<file path="src/rtl/fetch_unit.sv">
// Instruction-fetch front end: issues in-order word requests to imem, buffers responses,
// presents PC/instr to decode, and restarts at redirect_pc. Optional macro: FETCH_REDIRECT_CNT_EN.
module fetch_unit #(
    parameter int          PC_W      = 13,
    parameter int          INSTR_W   = 16,
    parameter int unsigned RESET_PC  = 0,
    parameter int          BUF_DEPTH = 2
) (
    input  logic               clk,
    input  logic               rst,
    output logic               imem_req,
    output logic [PC_W-1:0]    imem_addr,
    input  logic               imem_ready,
    input  logic               imem_rvalid,
    input  logic [INSTR_W-1:0] imem_rdata,
    input  logic               redirect_en,
    input  logic [PC_W-1:0]    redirect_pc,
    input  logic               stall,
    output logic               if_valid,
    output logic [INSTR_W-1:0] if_instr,
    output logic [PC_W-1:0]    if_pc
`ifdef FETCH_REDIRECT_CNT_EN
    ,
    output logic [15:0]        redirect_cnt
`endif
);

    localparam int PTR_W = (BUF_DEPTH > 1) ? $clog2(BUF_DEPTH) : 1;
    localparam int CNT_W = $clog2(BUF_DEPTH + 1);
    localparam logic [CNT_W:0]   CAP  = (CNT_W + 1)'(BUF_DEPTH);
    localparam logic [PTR_W-1:0] LAST = PTR_W'(BUF_DEPTH - 1);

    logic [PC_W-1:0]    fetch_pc;
    logic [CNT_W-1:0]   inflight;
    logic [CNT_W-1:0]   count;
    logic [CNT_W-1:0]   discard;
    logic [INSTR_W-1:0] buf_instr [BUF_DEPTH];
    logic [PC_W-1:0]    buf_pc    [BUF_DEPTH];
    logic [PC_W-1:0]    tag_q     [BUF_DEPTH];
    logic [PTR_W-1:0]   head;
    logic [PTR_W-1:0]   tail;
    logic [PTR_W-1:0]   tag_rd;
    logic [PTR_W-1:0]   tag_wr;
    logic               accept;
    logic               resp;
    logic               push;
    logic               pop;

    function automatic logic [PTR_W-1:0] bump(input logic [PTR_W-1:0] p);
        return (p == LAST) ? '0 : p + 1'b1;
    endfunction

    // Cap on in-flight plus buffered entries keeps both queues from overflowing.
    assign imem_req  = !rst && !redirect_en && (({1'b0, inflight} + {1'b0, count}) < CAP);
    assign imem_addr = fetch_pc;
    assign accept    = imem_req && imem_ready;
    assign resp      = imem_rvalid && (inflight != '0);
    assign pop       = if_valid && !stall;
    assign push      = resp && (discard == '0) && !redirect_en;

    assign if_valid  = (count != '0) && !redirect_en;
    assign if_instr  = buf_instr[head];
    assign if_pc     = buf_pc[head];

    always_ff @(posedge clk or posedge rst) begin
        if (rst) begin
            fetch_pc <= PC_W'(RESET_PC);
            inflight <= '0;
            count    <= '0;
            discard  <= '0;
            head     <= '0;
            tail     <= '0;
            tag_rd   <= '0;
            tag_wr   <= '0;
            for (int unsigned i = 0; i < BUF_DEPTH; i++) begin
                buf_instr[i] <= '0;
                buf_pc[i]    <= '0;
                tag_q[i]     <= '0;
            end
        end else begin
            // Tag queue tracks every accepted request, including wrong-path ones still owed.
            inflight <= inflight + CNT_W'(accept) - CNT_W'(resp);
            if (resp) begin
                tag_rd <= bump(tag_rd);
            end
            if (accept) begin
                tag_q[tag_wr] <= fetch_pc;
                tag_wr        <= bump(tag_wr);
            end
            if (redirect_en) begin
                fetch_pc <= redirect_pc;
                head     <= '0;
                tail     <= '0;
                count    <= '0;
                discard  <= inflight - CNT_W'(resp);
            end else begin
                if (accept) begin
                    fetch_pc <= fetch_pc + 1'b1;
                end
                if (resp && (discard != '0)) begin
                    discard <= discard - 1'b1;
                end
                if (push) begin
                    buf_instr[tail] <= imem_rdata;
                    buf_pc[tail]    <= tag_q[tag_rd];
                    tail            <= bump(tail);
                end
                if (pop) begin
                    head <= bump(head);
                end
                count <= count + CNT_W'(push) - CNT_W'(pop);
            end
        end
    end

`ifdef FETCH_REDIRECT_CNT_EN
    always_ff @(posedge clk or posedge rst) begin
        if (rst) begin
            redirect_cnt <= '0;
        end else if (redirect_en && (redirect_cnt != '1)) begin
            redirect_cnt <= redirect_cnt + 1'b1;
        end
    end
`endif

endmodule

</file>
<file path="config.mk">
export PLATFORM = sky130hd
export DESIGN_NAME = fetch_unit
export DESIGN_NICKNAME = d
export VERILOG_FILES = /design/src/rtl/fetch_unit.sv
export SDC_FILE = /design/constraint.sdc
export NUM_CORES = 1
export LEC_CHECK = 0
export ABC_AREA = 1
export CAP_MARGIN = 10
export CORE_MARGIN = 2
export CORE_UTILIZATION = 30
export CTS_CLUSTER_SIZE = 28
export DETAILED_ROUTE_END_ITERATION = 12
export HOLD_SLACK_MARGIN = 0.05
export PLACE_DENSITY = 0.52
export SYNTH_ARGS = -nofsm -noshare
export SYNTH_HDL_FRONTEND = slang
export SYNTH_SLANG_ARGS = --single-unit
</file>
<file path="constraint.sdc">
create_clock -name clk -period 7.02 [get_ports clk]
set_clock_uncertainty 0.1 [all_clocks]
set_input_delay 1.404 -clock clk [delete_from_list [all_inputs] [get_ports clk]]
set_output_delay 1.404 -clock clk [all_outputs]
set_load 0.01 [all_outputs]
</file>
==> flow_summary.rst <==
.. list-table::
   :header-rows: 1

   * - Metric
     - Value
   * - Status
     - completed
   * - Clock insertion delay at the later pin of the skew report
     - 0.35 ns
   * - DRC violation count after routing
     - 0
   * - Worst slew pin tran
     - 0.868 ns
   * - Placed cell area
     - 6260 um^2
   * - Cells after synthesis
     - 625
   * - Library cell appearing most often on the critical path
     - clkdlybuf4s50_1
   * - Clock-pin slew of the registers on the worst-case setup and hold paths
     - 0.07 ns
   * - Element type at the critical path end
     - output port
   * - Switching power as a share of total power
     - 35.9%
   * - Hpwl dp
     - 8140 um
   * - Initial antenna violation count
     - 0
   * - Fraction of the yosys area taken by sequential cells
     - 49.9%
   * - Buffer depth of the longest clock path
     - 2
   * - Internal Dissipation
     - 1.57 mW
   * - Commonest cells after routing, fill and taps aside
     - nand2_1 (216), dfrtp_1 (107), clkdlybuf4s50_1 (78)
   * - Power dissipated by switching net loads
     - 880 uW
   * - Number of max-slew violations in the final report
     - 0
   * - Final Hold Viols
     - 0
   * - Most common cell after layout, fill and taps aside
     - nand2_1
   * - H-tree lvl count
     - 3
   * - Flip-flop and latch count after synthesis
     - 107
   * - Post-Route WL
     - 12600 um
   * - Final critical-path setup slack
     - 2.14 ns
   * - Cell area after synthesis
     - 5360 um^2
   * - Global Route Usage Sum
     - 14.5%
   * - Synthesized area per cell
     - 8.58 um^2
   * - Worst path cell trace
     - clkdlybuf4s50_1 > inv_4 > nand3_1 > inv_1 > clkdlybuf4s50_1
   * - Achievable Freq
     - 205 MHz
   * - Core area
     - 17400 um^2
   * - Crit Path Class
     - input pin to output port
   * - Number of vias per cell after detailed routing
     - 4.57
   * - Vertical die dimension
     - 138 um
   * - Final setup fails
     - 0
   * - Leak Pwr
     - 3.26 nW
   * - Final Core Density
     - 37.9%
   * - Setup repair after global routing missed its margin
     - false
   * - Share of final-layout standard cells stronger than drive strength 1
     - 12.8%
   * - DP Worst Slack
     - 2.12 ns
   * - Portion of the clock cycle consumed by the worst path in the final layout
     - 69.5%
   * - Startpoint types
     - input pin
   * - Worst relative slew slack
     - 42.1%
   * - Weighted congestion at the end of routability-driven global placement
     - 0.788
   * - Number of buffers inserted by post-CTS setup repair
     - 0
   * - Io pins
     - 79
   * - Worst path buffer plus inverter count
     - 4
   * - Total negative slack for setup checks
     - 0 ns
   * - Length of the first detailed-routing pass in iterations
     - 5
   * - Net count of the mapped netlist
     - 668
   * - Total die area
     - 19000 um^2
   * - Synthesis-to-layout area growth
     - 23.1%
   * - Rows
     - 48
   * - Share of total power in combinational logic
     - 38.1%
   * - Iteration-0 DRC Markers
     - 190
   * - Global-route wire length before repair
     - 21500 um
   * - Number of buffers inserted during clock tree synthesis
     - 9
   * - Count of vias placed by the detailed router
     - 4203
   * - Synth Warn #
     - 0
   * - Worst EP arrival
     - 3.38 ns
   * - Final Instance Area
     - 6600 um^2
   * - Starting utilization of the core area
     - 30.8%
   * - # hold bufs at CTS
     - 0
   * - Cell at the slowest stage of the critical path
     - clkdlybuf4s50_1
   * - Data required time of the worst path
     - 5.52 ns
   * - Final critical-path required period
     - 4.88 ns
   * - Worst path max stage delay
     - 0.81 ns
   * - Floorplan die width
     - 138 um
   * - Via count of the first global-routing pass
     - 4267
   * - Max-cap viol count
     - 0
   * - Max rail drop VDD
     - 0.000151 V
   * - Power share of the sequential group
     - 41.4%
   * - Total power per unit cell area
     - 372 nW/um^2
   * - TritonCTS clock tree
     - yes
   * - Clock Tree Root
     - clkbuf_16
   * - Path class of the lowest-slack min-delay path
     - flip-flop to flip-flop
   * - Grt ovf
     - 0
   * - Number of gates resized after CTS
     - 0
   * - Final-stage net count
     - 732
   * - Port bufs
     - 78
   * - Fraction of power consumed by the clock network
     - 20.5%
   * - Maximum number of pins on one net before global-route repair
     - 68
   * - Critical path peak fanout
     - 23
   * - CTS sink cnt
     - 107
   * - Diodes inserted
     - 0
   * - Wire length per cell after detailed routing
     - 13.7 um
   * - Crit-path leading delay family
     - buffers and inverters
   * - Count of distinct cell types in the synthesized netlist
     - 26
   * - Residual antenna-violating net count after detailed routing
     - 0
## tightest hold or removal path, delay by kind of cell (launching register included)
family	cells	cell delay, ns
flip-flops	1	0.34
AND/OR/NAND/NOR	2	0.09
## through the flow
step           hold WS (ns)  power, mW  instances
2_1_floorplan         0.338       1.60        625
3_3_place_gp          0.350       1.94        901
3_5_place_dp          0.355       1.97        901
4_1_cts               0.374       2.48        917
5_1_grt               0.392       2.67        919
6_report              0.368       2.45        919
## sequential cells by signal, indices dropped and copies added (netlist names), 2 cells and up
| register | count |
|---|---|
| buf_instr | 32 |
| discard | 2 |
| imem_addr | 13 |
| tag_q | 26 |
| count | 2 |
| buf_pc | 26 |
| inflight | 2 |
## metal layers
| metal | share of wire (%) | GRT usage [%] | wire length (um) | vias to the layer above |
|---|---|---|---|---|
| met5 | 0 | 0 | 0 | - |
| met4 | 1.1 | 3.74 | 141 | 0 |
| met3 | 5.2 | 3.79 | 651 | 11 |
| met2 | 43 | 22.2 | 5450 | 93 |
| met1 | 50 | 20.4 | 6330 | 1980 |
| li1 | - | - | - | 2119 |
## cell usage after synthesis
cell | n | share of area (%)
clkbuf_1 | 5 | 0.35
ha_1 | 7 | 1.6
buf_4 | 2 | 0.28
nand4_1 | 4 | 0.47
nand2_1 | 216 | 15
inv_1 | 67 | 4.7
o21ai_2 | 27 | 4.4
nand4_4 | 1 | 0.40
buf_6 | 8 | 1.7
xor2_1 | 3 | 0.49
o21ai_1 | 4 | 0.37
nand3_2 | 1 | 0.19
inv_4 | 2 | 0.23
clkbuf_2 | 2 | 0.19
mux2_2 | 29 | 6.1
nand3_1 | 70 | 6.5
nor2_2 | 2 | 0.23
nor2_1 | 13 | 0.91
nand2_4 | 2 | 0.42
xnor2_1 | 2 | 0.33
fa_1 | 1 | 0.37
a21oi_1 | 1 | 0.093
o21ai_0 | 34 | 3.2
dfrtp_1 | 107 | 50
or2_2 | 1 | 0.12
buf_2 | 14 | 1.3
## area by class of cell
type,count,area [um^2]
Multi-Input combinational cell,418,2220
Clock buffer,11,253
Sequential cell,107,2680
Timing Repair Buffer,84,858
Tap cell,225,282
Inverter,69,267
Clock inverter,5,42.5
Fill cell,1761,10800
## worst paths after layout
path | start | endpoint | slack [ns] | cells past startpoint
worst max-delay path | redirect_en | imem_req | 2.14 | 5
worst min-delay path | buf_pc[15]$_DFFE_PP0P_ | buf_pc[15]$_DFFE_PP0P_ | 0.37 | 2
worst max register to register | inflight[0]$_DFF_PP0_ | inflight[1]$_DFF_PP0_ | 4.42 | 10
worst min register to register | buf_pc[15]$_DFFE_PP0P_ | buf_pc[15]$_DFFE_PP0P_ | 0.37 | 2
max in group asynchronous | rst | buf_pc[1]$_DFFE_PP0P_ | 4.18 | 3
min in group asynchronous | rst | buf_instr[14]$_DFFE_PP0P_ | 1.36 | 2
## power by group through the flow
stage	sequential [mW]	clock (mW)	combinational, mW
after global routing	1.05	0.547	1.07
after global placement	1.02	0	0.920
after floorplan	0.983	0	0.620
final	1.01	0.503	0.936
after detailed placement	1.03	0	0.940
after CTS	1.02	0.523	0.945
## cell families (layout without fill, tap and decap cells)
logic type	count (synthesis)	count (layout)	synth area share, %
and+or+nand+nor	310	310	24.4
DFF	107	107	49.9
buffers and inverters	100	169	8.73
AOI/OAI and AO/OA	66	66	8.05
muxes	29	29	6.09
adders and majority gates	8	8	2.01
xor gates and xnor gates	5	5	0.817
(Power assumes the default switching activity.)
